`src/rtl/fpu_issue_ctrl.sv`:
```
// rtl/fpu_issue_ctrl.sv - FPU issue controller: dispatches one FP op to its unit and returns the result
module fpu_issue_ctrl #(
    parameter int TIMEOUT_CYCLES = 64
) (
    input  logic        clk,
    input  logic        rst,
    input  logic        req_valid,
    output logic        req_ready,
    input  logic [4:0]  req_op,
    input  logic [31:0] req_a,
    input  logic [31:0] req_b,
    input  logic [31:0] req_c,
    input  logic [4:0]  req_rd,
    output logic [5:0]  unit_start,
    output logic [4:0]  unit_op,
    output logic [31:0] unit_a,
    output logic [31:0] unit_b,
    input  logic [5:0]  unit_done,
    input  logic [31:0] add_res,
    input  logic [31:0] mul_res,
    input  logic [31:0] sgnj_res,
    input  logic [31:0] cvt_res,
    input  logic [31:0] class_res,
    input  logic [31:0] cmp_res,
    output logic        rsp_valid,
    input  logic        rsp_ready,
    output logic [31:0] rsp_data,
    output logic [4:0]  rsp_rd,
    output logic        rsp_illegal,
    output logic        rsp_timeout,
    output logic        busy
);

    localparam int CW = $clog2(TIMEOUT_CYCLES + 1);
    localparam logic [CW-1:0] CNT_LAST = CW'(TIMEOUT_CYCLES - 1);

    localparam logic [5:0] U_ADD   = 6'b000001;
    localparam logic [5:0] U_MUL   = 6'b000010;
    localparam logic [5:0] U_SGNJ  = 6'b000100;
    localparam logic [5:0] U_CVT   = 6'b001000;
    localparam logic [5:0] U_CLASS = 6'b010000;
    localparam logic [5:0] U_CMP   = 6'b100000;

    typedef enum logic [2:0] {
        S_IDLE,
        S_ISSUE,
        S_WAIT,
        S_ISSUE2,
        S_WAIT2,
        S_RESP
    } state_t;

    state_t        state;
    logic [5:0]    sel_q;
    logic          fused_q;
    logic          fmsub_q;
    logic [31:0]   c_q;
    logic [CW-1:0] cnt;

    logic [5:0]    dec_sel;
    logic          dec_fused;
    logic [31:0]   sel_result;

    assign req_ready = (state == S_IDLE);
    assign busy      = (state != S_IDLE);

    // Map the incoming op code to its owning unit; zero select means illegal
    always_comb begin
        dec_sel   = 6'b000000;
        dec_fused = 1'b0;
        case (req_op)
            5'b01010, 5'b01011:                     dec_sel = U_ADD;
            5'b01100, 5'b01101:                     dec_sel = U_MUL;
            5'b10001, 5'b10010, 5'b10011:           dec_sel = U_SGNJ;
            5'b10110, 5'b10111, 5'b11001, 5'b11010: dec_sel = U_CVT;
            5'b11000:                               dec_sel = U_CLASS;
            5'b10100, 5'b10101, 5'b11011,
            5'b11100, 5'b11101:                     dec_sel = U_CMP;
            5'b11110, 5'b11111: begin
                dec_sel   = U_MUL;
                dec_fused = 1'b1;
            end
            default: begin
                dec_sel   = 6'b000000;
                dec_fused = 1'b0;
            end
        endcase
    end

    // Pick the result bus of the unit that owns the op in flight
    always_comb begin
        sel_result = 32'h0;
        if (sel_q[0]) sel_result = add_res;
        if (sel_q[1]) sel_result = mul_res;
        if (sel_q[2]) sel_result = sgnj_res;
        if (sel_q[3]) sel_result = cvt_res;
        if (sel_q[4]) sel_result = class_res;
        if (sel_q[5]) sel_result = cmp_res;
    end

    // Issue FSM with registered unit and response outputs
    always_ff @(posedge clk) begin
        if (rst) begin
            state       <= S_IDLE;
            unit_start  <= 6'b000000;
            unit_op     <= 5'b00000;
            unit_a      <= 32'h0;
            unit_b      <= 32'h0;
            rsp_valid   <= 1'b0;
            rsp_data    <= 32'h0;
            rsp_rd      <= 5'b00000;
            rsp_illegal <= 1'b0;
            rsp_timeout <= 1'b0;
            sel_q       <= 6'b000000;
            fused_q     <= 1'b0;
            fmsub_q     <= 1'b0;
            c_q         <= 32'h0;
            cnt         <= '0;
        end else begin
            case (state)
                S_IDLE: begin
                    if (req_valid) begin
                        rsp_rd      <= req_rd;
                        rsp_illegal <= 1'b0;
                        rsp_timeout <= 1'b0;
                        c_q         <= req_c;
                        sel_q       <= dec_sel;
                        fused_q     <= dec_fused;
                        fmsub_q     <= req_op[0];
                        if (dec_sel == 6'b000000) begin
                            state       <= S_RESP;
                            rsp_valid   <= 1'b1;
                            rsp_data    <= 32'h0;
                            rsp_illegal <= 1'b1;
                        end else begin
                            state      <= S_ISSUE;
                            unit_start <= dec_sel;
                            unit_op    <= dec_fused ? 5'b01100 : req_op;
                            unit_a     <= req_a;
                            unit_b     <= req_b;
                        end
                    end
                end
                S_ISSUE: begin
                    unit_start <= 6'b000000;
                    cnt        <= '0;
                    state      <= S_WAIT;
                end
                S_WAIT: begin
                    if (|(unit_done & sel_q)) begin
                        if (fused_q) begin
                            state   <= S_ISSUE2;
                            unit_op <= fmsub_q ? 5'b01011 : 5'b01010;
                            unit_a  <= mul_res;
                            unit_b  <= c_q;
                        end else begin
                            state     <= S_RESP;
                            rsp_valid <= 1'b1;
                            rsp_data  <= sel_result;
                        end
                    end else if (cnt == CNT_LAST) begin
                        state       <= S_RESP;
                        rsp_valid   <= 1'b1;
                        rsp_data    <= 32'h0;
                        rsp_timeout <= 1'b1;
                    end else begin
                        cnt <= cnt + 1'b1;
                    end
                end
                // Product operands are registered first; the ADD start follows one cycle later
                S_ISSUE2: begin
                    if (unit_start[0]) begin
                        unit_start <= 6'b000000;
                        cnt        <= '0;
                        state      <= S_WAIT2;
                    end else begin
                        unit_start <= U_ADD;
                    end
                end
                S_WAIT2: begin
                    if (unit_done[0]) begin
                        state     <= S_RESP;
                        rsp_valid <= 1'b1;
                        rsp_data  <= add_res;
                    end else if (cnt == CNT_LAST) begin
                        state       <= S_RESP;
                        rsp_valid   <= 1'b1;
                        rsp_data    <= 32'h0;
                        rsp_timeout <= 1'b1;
                    end else begin
                        cnt <= cnt + 1'b1;
                    end
                end
                S_RESP: begin
                    if (rsp_ready) begin
                        rsp_valid <= 1'b0;
                        state     <= S_IDLE;
                    end
                end
                default: state <= S_IDLE;
            endcase
        end
    end

endmodule

```
`config.mk`:
```
export PLATFORM = sky130hd
export DESIGN_NAME = fpu_issue_ctrl
export DESIGN_NICKNAME = d
export VERILOG_FILES = /design/src/rtl/fpu_issue_ctrl.sv
export SDC_FILE = /design/constraint.sdc
export NUM_CORES = 1
export LEC_CHECK = 0
export CORE_AREA = 10 10 158 160
export DETAILED_ROUTE_END_ITERATION = 10
export DIE_AREA = 0 0 168 170
export GPL_TIMING_DRIVEN = 0
export PLACE_DENSITY = 0.84
export SLEW_MARGIN = 10
export SYNTH_ARGS = -nofsm -noshare
export SYNTH_HDL_FRONTEND = slang
export SYNTH_SLANG_ARGS = --single-unit
```
`constraint.sdc`:
```
create_clock -name clk -period 6.15 [get_ports clk]
set_input_delay 0.9225 -clock clk [delete_from_list [all_inputs] [get_ports clk]]
set_output_delay 0.9225 -clock clk [all_outputs]
set_load 0.03 [all_outputs]
```
==> out/results.ini <==
[layout]
area_growth_syn_to_layout_pct = 57.5
final_util_pct = 66.4
nets = 1946
postLayoutCellArea_um2 = 14400
layoutNonFillerInstCount = 1940
drive_gt1_share_pct = 4.97

[clocking]
post_cts_buffers = 0
insertion_delay_ns = 0.45
htree_num_levels = 4
ctsResizeCount = 0
cts-root-buf = clkbuf_16
cts_hold_buffers = 0
path_clk_slew_ns = 0.08
cts_tree = built
clockBufferDepth = 2
clock_sinks = 165
cts_buffers = 17

[setup_path]
cpPeakStageDelay_ns = 0.50
path_max_fanout = 10
rr_startpoint = state[2]$_SDFFE_PP0P_
crit_path_end_kind = flip-flop
crit_arrival_ns = 3.63
startpoint_type = primary input
slowest_stage = clkdlybuf4s50_1
cp.required_ns = 6.53
startpoint = req_op[3]
crit_chain = clkdlybuf4s50_1 -> clkbuf_1 -> a21bo_2 -> a32oi_1 -> nor3b_1 -> o31a_1 -> buf_2 -> a221o_1
critPathKind = primary input to flip-flop

[drt]
viasPerCell = 6.09
ant_nets = 0
wl_per_cell_um = 25.9
vias = 11800
wl_mm = 50.3
drtPass1Iterations = 8
drtIter0Drc = 1413
drc = 0

[synthesis]
seq_area_frac_synth_pct = 36.1
synth_cell_types = 65
synth_mux_area_share_pct = 0.110
yosysWarningCount = 0
synth_fp_nets = 1503
synth_area_um2 = 9140
async_flop_share_pct = 0
synth_top_cell_area_share_pct = 36.1
avgSynthCellArea_um2 = 7.65
netlist_instances = 1194
yosysTopAreaCell = dfxtp_1
synth-simple-area-share_pct = 25.8
post_synth_fa_ha_maj_area_fraction_pct = 0.137
synth_ff_type = dfxtp_1
yosysMostFrequentCell = nand2_1
synth_xor_area_share_pct = 0.479
synth-seq-cells = 165
synth_area_leaders = dfxtp_1 36%, nand2_1 12%, a21oi_1 4.9%, a311oi_1 4.4%, clkbuf_1 4.0%
synth-compound-area-share_pct = 31.0
synth_top_family_by_area = compound AO/OA/AOI/OAI gates
synth-edff-count = 0
ys_top_cells_by_count = 287 x nand2_1, 165 x dfxtp_1, 98 x clkbuf_1

[die]
die_h_um = 170
dieArea_um2 = 28600
start_util_pct = 42.1
core_um2 = 21700
io_pins = 425
chipWidth_um = 168
rows = 54

[placed_design]
place_inst = 1898
finalWeightedCongestion = 0.996
hpwl_mm = 39.9
port_buffers = 424
dpl_cell_area_um2 = 13700

[grt]
antenna_found_initial = 8
grt_pass1_vias = 11500
grt_max_degree = 22
grt_pass1_wl_mm = 72.6
gr-total-overflow = 0
grt_use_total_pct = 32.9

[sta]
min_period_ns = 3.25
clock_skew_ns = 0.0146
max-slew-margin-rel_pct = 40.7
worst_slew_pin_slew_ns = 0.890
fmax_ghz = 0.308
rsz0062_at_grt = no
finalCritPeriodShare_pct = 52.8
drv_slew = 0
setup_viol = 0
fin_setup_tns_ns = 0
final-hold-violation-count = 0

[outcome]
run_status = completed

[hold_path]
min-delay-start = c_q[1]$_SDFFE_PP0P_
min_path_type = flip-flop to flip-flop

[power]
p_per_area_nw_per_um2 = 268
peakVddDrop_mv = 0.200
leakage_nw = 4.93

[flow_run]
max-cap-violations = 0

## where the power goes
| part | total [W] | internal [W] | leakage (nW) | switching [W] |
|---|---|---|---|---|
| Clock | 0.00115 | 0.000567 | 0.306 | 0.000582 |
| Combinational | 0.00143 | 0.000583 | 3.28 | 0.000842 |
| Sequential | 0.00128 | 0.00120 | 1.35 | 0.0000821 |
## layout by cell type, fill, tap and decap left out, types with 22 or more instances in the layout
| cell | count |
|---|---|
| a211oi_1 | 25 |
| a21oi_1 | 90 |
| a221o_1 | 28 |
| a221oi_1 | 33 |
| a311oi_1 | 46 |
| a31oi_1 | 24 |
| clkbuf_1 | 98 |
| clkdlybuf4s50_1 | 424 |
| dfxtp_1 | 165 |
| nand2_1 | 287 |
| nand3b_1 | 22 |
| nor2_1 | 88 |
| nor2b_1 | 30 |
| nor3_1 | 29 |
| nor3b_1 | 24 |
| o31ai_1 | 25 |
## critical path, delay by kind of cell
kind                   cells  cell delay (ns)
buffers and inverters      3             1.12
AND/OR/NAND/NOR            1             0.44
AO/OA/AOI/OAI              4             1.13
## metal layers
metal | vias to the layer above | GRT usage, % | part of all wire, %
li1 | 5298 | - | -
met1 | 5559 | 39.2 | 38
met2 | 799 | 52.3 | 46
met3 | 157 | 9.10 | 10
met4 | 0 | 19.0 | 5.9
met5 | - | 0 | 0
## cell families after synthesis
kind of cell / count (synthesis)
simple gates: 519
mux: 1
fa+ha+maj: 1
compound gates: 364
xor+xnor: 5
buf+inv: 139
flops: 165
## flip-flops by register name (all words and copies together), names as in the netlist, 5 cells and up
register	count
cnt	7
unit_b	32
unit_op	5
rsp_rd	5
c_q	32
unit_start	6
rsp_data	32
unit_a	32
sel_q	6
## metrics by stage
step	hold WS [ns]	worst slack (ns)	power, W
floorplan	0.437	3.50	0.00204
global placement	0.443	2.55	0.00268
detailed placement	0.448	2.53	0.00270
CTS	0.459	2.98	0.00383
global route	0.474	2.76	0.00400
finish	0.459	2.90	0.00385
## final timing paths
| check | cells after the start | slack [ns] | end |
|---|---|---|---|
| worst max-delay path | 8 | 2.90 | rsp_data[17]$_SDFFE_PP0P_ |
| worst min-delay path | 2 | 0.46 | c_q[1]$_SDFFE_PP0P_ |
| worst max register to register | 7 | 3.16 | unit_b[30]$_SDFFE_PP0P_ |
| worst min register to register | 2 | 0.46 | c_q[1]$_SDFFE_PP0P_ |
## final cells by class
| class | count | area, um^2 |
|---|---|---|
| repair buffers | 424 | 4240 |
| multi-input cells | 890 | 5250 |
| inverters | 18 | 67.6 |
| clock buffers | 17 | 425 |
| clock inverters | 15 | 213 |
| fillers | 1834 | 7290 |
| diodes | 10 | 25.0 |
| well taps | 280 | 350 |
| plain buffers | 121 | 517 |
| flip-flops and latches | 165 | 3300 |
(Power assumes the default switching activity.)
